--- config.mk ---
export PLATFORM = sky130hd
export DESIGN_NAME = mini_aes_flat
export DESIGN_NICKNAME = d
export VERILOG_FILES = /design/src/rtl/mini_aes_if.sv /design/src/rtl/mini_aes.sv /design/src/flat_wrapper.sv
export SDC_FILE = /design/constraint.sdc
export NUM_CORES = 1
export LEC_CHECK = 0
export CAP_MARGIN = 20
export CORE_MARGIN = 5
export CORE_UTILIZATION = 56
export CTS_CLUSTER_DIAMETER = 150
export CTS_CLUSTER_SIZE = 30
export DETAILED_ROUTE_END_ITERATION = 10
export PLACE_DENSITY_LB_ADDON = 0.05
export SYNTH_ARGS = -nofsm -noshare
export SYNTH_HDL_FRONTEND = slang
export SYNTH_SLANG_ARGS = --single-unit
--- constraint.sdc ---
create_clock -name clk -period 4.6 [get_ports clk]
set_input_delay 0.92 -clock clk [delete_from_list [all_inputs] [get_ports clk]]
set_output_delay 0.92 -clock clk [all_outputs]
set_load 0.005 [all_outputs]
--- src/rtl/mini_aes_if.sv ---
// Data/result bundle of the mini_aes crypto engine; master drives the plaintext side.
interface mini_aes_if;
  logic [15:0] data_input;
  logic [15:0] input_vector;
  logic [15:0] key;
  logic [3:0]  round_number;
  logic [15:0] data_output;
  logic        finish;

  modport master (output data_input, input_vector, key, round_number,
                  input  data_output, finish);
  modport slave  (input  data_input, input_vector, key, round_number,
                  output data_output, finish);
endinterface

--- src/rtl/mini_aes.sv ---
// Iterative 16-bit S-AES encryptor, one round per clock; AES_IV_EN enables the IV XOR at load.
// States: LOAD capture inputs | ROUND one cipher round per clock | DONE hold result until reset.
module mini_aes (
  input  logic      clk,
  input  logic      nrst,
  mini_aes_if.slave aes
);
  typedef enum logic [1:0] {S_LOAD, S_ROUND, S_DONE} state_t;

  state_t      r_fsm, w_fsm_nxt;
  logic [15:0] r_state, r_rkey, r_dout;
  logic [3:0]  r_rc, r_cnt, r_n;
  logic        r_finish;

  logic [7:0]  w_g, w_k_hi, w_k_lo;
  logic [15:0] w_rkey_nxt, w_sub, w_shift, w_mix, w_round, w_load;
  logic        w_last;

  function automatic logic [3:0] sbox(input logic [3:0] n);
    case (n)
      4'h0: sbox = 4'h9;  4'h1: sbox = 4'h4;  4'h2: sbox = 4'hA;  4'h3: sbox = 4'hB;
      4'h4: sbox = 4'hD;  4'h5: sbox = 4'h1;  4'h6: sbox = 4'h8;  4'h7: sbox = 4'h5;
      4'h8: sbox = 4'h6;  4'h9: sbox = 4'h2;  4'hA: sbox = 4'h0;  4'hB: sbox = 4'h3;
      4'hC: sbox = 4'hC;  4'hD: sbox = 4'hE;  4'hE: sbox = 4'hF;  default: sbox = 4'h7;
    endcase
  endfunction

  // multiply by x modulo x^4+x+1
  function automatic logic [3:0] xtime(input logic [3:0] a);
    xtime = {a[2:0], 1'b0} ^ (a[3] ? 4'h3 : 4'h0);
  endfunction

  function automatic logic [3:0] mul4(input logic [3:0] a);
    mul4 = xtime(xtime(a));
  endfunction

  always_comb begin
    w_fsm_nxt = r_fsm;
    case (r_fsm)
      S_LOAD:  w_fsm_nxt = (aes.round_number == 4'd0) ? S_DONE : S_ROUND;
      S_ROUND: if (w_last) w_fsm_nxt = S_DONE;
      S_DONE:  w_fsm_nxt = S_DONE;
      default: w_fsm_nxt = S_LOAD;
    endcase
  end

  always_ff @(posedge clk) begin
    if (nrst) r_fsm <= S_LOAD;
    else      r_fsm <= w_fsm_nxt;
  end

  // next round key derived from the previous one, so the schedule costs one step per round
  assign w_g        = {sbox(r_rkey[3:0]), sbox(r_rkey[7:4])} ^ {r_rc, 4'h0};
  assign w_k_hi     = r_rkey[15:8] ^ w_g;
  assign w_k_lo     = w_k_hi ^ r_rkey[7:0];
  assign w_rkey_nxt = {w_k_hi, w_k_lo};

  assign w_sub   = {sbox(r_state[15:12]), sbox(r_state[11:8]), sbox(r_state[7:4]), sbox(r_state[3:0])};
  assign w_shift = {w_sub[15:12], w_sub[3:0], w_sub[7:4], w_sub[11:8]};
  assign w_mix   = {w_shift[15:12] ^ mul4(w_shift[11:8]), mul4(w_shift[15:12]) ^ w_shift[11:8],
                    w_shift[7:4]   ^ mul4(w_shift[3:0]),  mul4(w_shift[7:4])   ^ w_shift[3:0]};
  assign w_last  = (r_cnt == r_n);
  assign w_round = (w_last ? w_shift : w_mix) ^ w_rkey_nxt;

`ifdef AES_IV_EN
  assign w_load = aes.data_input ^ aes.input_vector ^ aes.key;
`else
  logic w_unused_iv;
  assign w_unused_iv = ^aes.input_vector;
  assign w_load      = aes.data_input ^ aes.key;
`endif

  always_ff @(posedge clk) begin
    if (nrst) begin
      r_state  <= 16'h0000;
      r_rkey   <= 16'h0000;
      r_rc     <= 4'h0;
      r_cnt    <= 4'd0;
      r_n      <= 4'd0;
      r_dout   <= 16'h0000;
      r_finish <= 1'b0;
    end else begin
      case (r_fsm)
        S_LOAD: begin
          r_n     <= aes.round_number;
          r_state <= w_load;
          r_rkey  <= aes.key;
          r_rc    <= 4'h8;
          r_cnt   <= 4'd1;
        end
        S_ROUND: begin
          r_state <= w_round;
          r_rkey  <= w_rkey_nxt;
          r_rc    <= xtime(r_rc);
          r_cnt   <= r_cnt + 4'd1;
        end
        S_DONE: begin
          r_dout   <= r_state;
          r_finish <= 1'b1;
        end
        default: ;
      endcase
    end
  end

  assign aes.data_output = r_dout;
  assign aes.finish      = r_finish;
endmodule

--- src/flat_wrapper.sv ---
// flat-port wrapper written by rule: the top's interface ports become plain ports
module mini_aes_flat 
  (clk, nrst, aes_data_input, aes_input_vector, aes_key, aes_round_number, aes_data_output, aes_finish);
  mini_aes_if aes_i ();
  input  logic clk;
  input  logic nrst;
  input wire logic [$bits(aes_i.data_input)-1:0] aes_data_input;
  input wire logic [$bits(aes_i.input_vector)-1:0] aes_input_vector;
  input wire logic [$bits(aes_i.key)-1:0] aes_key;
  input wire logic [$bits(aes_i.round_number)-1:0] aes_round_number;
  output wire logic [$bits(aes_i.data_output)-1:0] aes_data_output;
  output wire logic [$bits(aes_i.finish)-1:0] aes_finish;
  assign aes_i.data_input = aes_data_input;
  assign aes_i.input_vector = aes_input_vector;
  assign aes_i.key = aes_key;
  assign aes_i.round_number = aes_round_number;
  assign aes_data_output = aes_i.data_output;
  assign aes_finish = aes_i.finish;
  mini_aes u_core (.clk(clk), .nrst(nrst), .aes(aes_i));
endmodule
After elaboration in Yosys (flattened, before gate mapping):

Memory sizes are Yosys's and may differ from the RTL's. A register that Yosys moved wholly into a read port is not among the register bits.
Index checks and enable logic that the tools add are counted.

* register bits after elaboration: 63
* latch bits: 0
* RAM bits: 0
* memory bits (read-only): 384
* output and inout bits: 17
* logic and storage cells: 69
* memories: 6

* add/subtract/negate cells: 1
* multipliers: 0
* divide/modulo/power cells: 0
* magnitude comparators: 0
* equality and inequality tests: 4
* shift operators: 0
* multiplexer cells: 29
* bitwise operators: 18
* reduce and logical (&&, ||, !) cells: 3

Memory list
* (name not given): depth 16, bits a word 4, read ports 1, clocked after Yosys merged registers in 1, write ports 0, RTL line mini_aes.sv:20 `case (n)`
* (name not given): depth 16, bits a word 4, read ports 1, clocked after Yosys merged registers in 1, write ports 0, RTL line mini_aes.sv:20
* (name not given): depth 16, bits a word 4, read ports 1, clocked after Yosys merged registers in 1, write ports 0, RTL line mini_aes.sv:20
* (name not given): depth 16, bits a word 4, read ports 1, clocked after Yosys merged registers in 1, write ports 0, RTL line mini_aes.sv:20
* (name not given): depth 16, bits a word 4, read ports 1, clocked after Yosys merged registers in 1, write ports 0, RTL line mini_aes.sv:20
* (name not given): depth 16, bits a word 4, read ports 1, clocked after Yosys merged registers in 1, write ports 0, RTL line mini_aes.sv:20

Operators by type and width (number)
* $pmux W16 S2: 2
* $xor A4 B4 Y4: 13
* $mux W4: 12
* $xor A16 B16 Y16: 2
* $xor A8 B8 Y8: 3
* $mux W2: 11
* $mux W16: 1
* $pmux W4 S2: 2
* $pmux W2 S3: 1
* $add A4 B1 Y4 const B: 1
* $eq A4 B4 Y1: 1
* $logic_not A4 Y1: 1
* $eq A2 B1 Y1 const B: 1
* $eq A2 B2 Y1 const B: 1
* $logic_not A2 Y1: 1
* $ne A2 B1 Y1 const B: 1
* $reduce_bool A2 Y1: 1

Depth between registers and ports, before layout:

* depth in word-level cells: 10
* depth in mapped cells: 15
* depth with buffers taken out: 13

Worst setup path after synthesis:

No wires, ideal clock.

* path type: register to register
* from: register u_core.r_fsm[0]
* to: register, netlist name u_core.w_shift[2]
* setup time: 0.117 ns
* arrival: 3.076 ns
* required time: 4.483 ns
* slack: 1.408 ns
* cell stages (with the launch flop): 15
* path buffers: 3
* path through: dfxtp_1 -> inv_1 -> ha_1 -> clkbuf_1 -> clkbuf_1 -> clkbuf_1 -> nor2_1 -> a21oi_1 -> nor2_1 -> a211oi_1 -> inv_1 -> ha_1 -> a211o_1 -> mux2_2 -> o22a_1

* cells in the longest elaborated chain, start to end: 4
* elaborated cells on any way between the ends: 6

RTL lines
* from (decl): RTL line mini_aes.sv:10 `state_t r_fsm, w_fsm_nxt;`
* from (signal assigned): RTL line mini_aes.sv:49 `else r_fsm <= w_fsm_nxt;`
* $eq A2 B1 Y1 or $logic_not A2 Y1 (tied branches): RTL line mini_aes.sv:83 `case (r_fsm)`
* $pmux W16 S2 or $reduce_bool A2 Y1 (tied branches)
* $mux W4 (no source line) * (2 in series)

Mark *: on every way between the ends. The rest lies on a longest branch, timed or not.
A chain may end at the register's enable or synchronous reset.

Worst setup path in the final report:

* from: register u_core.r_fsm[1]
* to: register, netlist name u_core.w_shift[10]

* cells in the longest elaborated chain, start to end: 4
* elaborated cells on any way between the ends: 6

RTL lines (RTL line)
* $eq A2 B1 Y1 or $logic_not A2 Y1 (tied branches): mini_aes.sv:83
* $pmux W16 S2 or $reduce_bool A2 Y1 (tied branches)
* $mux W4 (no source line) * (2 in series)

Marks and branches as above.

==> summary.md <==
| Metric | Value |
|---|---|
| Outcome | `complete, no violations` |
| Commonest cells after routing, fill and taps aside | `87 x dfxtp_1, 81 x nor2_1, 53 x clkdlybuf4s50_1` |
| Part of the Yosys area used for sequential elements | `0.318` |
| DR DRC count | `0` |
| Number of H-tree levels | `3` |
| Initial Util | `0.568` |
| WP data arrival | `3.70 ns` |
| Grt ovf | `0` |
| P_leak | `2.57 nW` |
| Power per cell area | `838 nW/um^2` |
| Skew final | `0.0105 ns` |
| Syn nets | `710` |
| Grt met3 use | `0.0237` |
| Via count | `4577` |
| Seq cells post-synth | `87` |
| Routability congestion estimate | `0.862` |
| Least-Margin Pin Slew | `1.11 ns` |
| Layout area overhead | `15.9%` |
| Fraction of the mapped netlist area in adder cells | `0.0937` |
| Synthesized netlist cell count | `615` |
| CTS tree | `built` |
| Yosys warnings | `0` |
| First-pass GRT wire length | `22400 um` |
| Hold path cells | `2` |
| Worst setup margin | `1.17 ns` |
| Pre-CTS setup slack | `1.07 ns` |
| Rel. slew slack | `0.261` |
| Netlist cell types | `69` |
| Core Area | `9640 um^2` |
| Wirelength per Cell | `18.0 um` |
| Worst hold path class | `register to register` |
| Setup Viol. Count Final | `0` |
| R2R depth | `9` |
| Routed WL | `14300 um` |
| HPWL Detailed | `10600 um` |
| Synth async-reset ratio | `0` |
| Chip Height | `109 um` |
| Die X | `109 um` |
| Post-route ant nets | `0` |
| Setup bufs post-CTS | `0` |
| Tmin final | `3.43 ns` |
| Synth Cell Area | `5480 um^2` |
| Rows | `36` |
| Busiest grt layer | `met2` |
| RSZ-0062 raised after global routing | `false` |
| Largest net degree at the start of global routing | `54` |
| Buffers on Ports | `54` |
| Max-cap violations | `0` |
| First-pass DRT Iterations | `5` |
| EDFF count, synth | `0` |
| Layout filler cell count | `877` |
| Worst r2r dst | `u_core.w_shift[10]` |
| Final Hold Fails | `0` |
| Top_reg_cell synth | `dfxtp_1` |
| Initial antenna violation count | `0` |
| Largest family of logic cells by synthesized area | `compound AO/OA/AOI/OAI gates` |
| Worst Hold End | `u_core.aes.finish` |
| Root Driver | `clkbuf_8` |
| CP Data Required Time | `4.87 ns` |
| Gr usage total | `0.246` |
| CTS buffer count | `9` |
| Area share of and/or/nand/nor cells after synthesis | `0.145` |
| Critical path class | `register to register` |
| Global Route met1 Usage | `0.337` |
| Critical Path Source Type | `register` |
| Most common cell after layout, fill and taps aside | `dfxtp_1` |
| Worst-path clk slew | `0.09 ns` |
| Multiplexer area fraction after synthesis | `0.0836` |
| Worst R2R Setup Slack | `1.17 ns` |
| Crit Path Max Fanout | `25` |
| Post-Synth XOR/XNOR Area | `0.133` |
| Die footprint | `11900 um^2` |
| Layout cell share with drive strength beyond 1 | `0.0696` |
| DR vias/cell | `5.76` |
| Post-layout net count | `751` |
| Compound-Gate Fraction of Synth Area | `0.181` |
| CP endpoint kind | `register` |
| Area of the multi-input gates | `3490 um^2` |
| Seq. cell area | `1740 um^2` |
| IO Pins | `71` |
| Met2 Usage GRT | `0.400` |
| Later-pin clock latency in the skew report | `0.38 ns` |
| Fin. max-slew vios | `0` |
| Starting DRC count in detailed routing | `340` |
| Antenna cells | `0` |
| Worst r2r src | `u_core.r_fsm[1]` |
| Setup_tns | `0 ns` |
| Clock buffer depth | `2` |
| Vias in the first global route | `4357` |
| Core Util, Final | `0.659` |
| Clk sinks | `87` |
| Worst VDD drop | `0.386 mV` |
| Post_cts resized | `0` |
| Fin crit share | `0.746` |
| CTS Hold Buffers Added | `0` |
| Hold Path Origin | `u_core.aes.finish` |
| F_max | `291 MHz` |
| Synthesized area per cell | `8.90 um^2` |
[cells in the mapped netlist, types with 7 or more instances]
library cell / count / area (um^2)
a31oi_1: 7 / 43.8
clkbuf_1: 19 / 71.3
a21oi_1: 46 / 230
o21ai_0: 12 / 60.1
nor2_1: 81 / 304
o211ai_1: 7 / 52.6
buf_1: 8 / 30.0
nor3_1: 7 / 35.0
a211oi_1: 15 / 113
inv_1: 32 / 120
ha_1: 41 / 513
nand2_1: 29 / 109
xnor2_1: 42 / 368
xor2_1: 22 / 193
dfxtp_1: 87 / 1740
o22a_1: 8 / 70.1
o41ai_1: 8 / 70.1
mux2_2: 7 / 78.8
mux2i_1: 32 / 320
[critical path: stages (launching register included)]
cell     delay (ns)
dfxtp_1        0.35
inv_1          0.10
ha_2           0.45
inv_1          0.50
o31ai_1        0.68
and2_1         0.26
inv_1          0.10
ha_1           0.20
or4b_1         0.52
o211a_1        0.14
[kinds of logic (layout without fill, tap and decap cells)]
| family | Yosys count | in the layout |
|---|---|---|
| multiplexers | 42 | 42 |
| XOR/XNOR | 72 | 72 |
| buffers and inverters | 63 | 109 |
| AND/OR/NAND/NOR | 165 | 165 |
| AO/OA/AOI/OAI | 145 | 145 |
| adder cells (fa/ha/maj) | 41 | 41 |
| flip-flops | 87 | 87 |
[area by class of cell]
class	count	share of cell area
well taps	133	0.0262
inverters	32	0.0189
clock inverters	2	0.00946
flip-flops and latches	87	0.274
multi-input cells	465	0.550
repair buffers	61	0.0926
clock buffers	14	0.0288
[worst max path at each step]
stage | start | to | slack (ns) | cells after the start
2_1_floorplan | u_core.r_fsm[0] | u_core.w_shift[2] | 1.41 | 14
3_3_place_gp | aes_key[4] | u_core.w_shift[6] | 1.13 | 9
3_5_place_dp | aes_key[8] | u_core.w_shift[2] | 1.07 | 10
4_1_cts | u_core.r_fsm[1] | u_core.w_shift[10] | 1.21 | 9
5_1_grt | u_core.r_fsm[0] | u_core.w_shift[2] | 0.98 | 11
6_report | u_core.r_fsm[1] | u_core.w_shift[10] | 1.17 | 9
[state kept, by name (all words and copies together), names as in the netlist, named ones only]
name                    flops
u_core.aes.data_output     16
u_core.r_rc                 4
u_core.aes.finish           1
u_core.r_n                  4
u_core.w_g                  4
u_core.r_cnt                4
u_core.r_rkey              16
u_core.r_state             16
u_core.r_fsm                2
u_core.w_shift             16
[metal layers]
| metal | routed length [um] | vias to the layer above |
|---|---|---|
| met5 | 0 | - |
| met4 | 336 | 0 |
| met3 | 728 | 21 |
| met2 | 6630 | 132 |
| met1 | 6600 | 2192 |
| li1 | - | 2232 |
[stage by stage]
stage	hold WS [ns]	instances	power (mW)	area (um^2)
after floorplan	0.446	615	3.83	5480
after global placement	0.448	778	4.52	6110
after detailed placement	0.455	778	4.64	6110
after CTS	0.475	794	5.30	6350
after global routing	0.500	794	5.71	6350
final	0.471	794	5.32	6350
[power breakdown]
part           switching [mW]  total (mW)  internal [mW]
combinational            1.94        3.37           1.44
clock                   0.274       0.640          0.366
sequential              0.264        1.31           1.04
(Power assumes the default switching activity.)
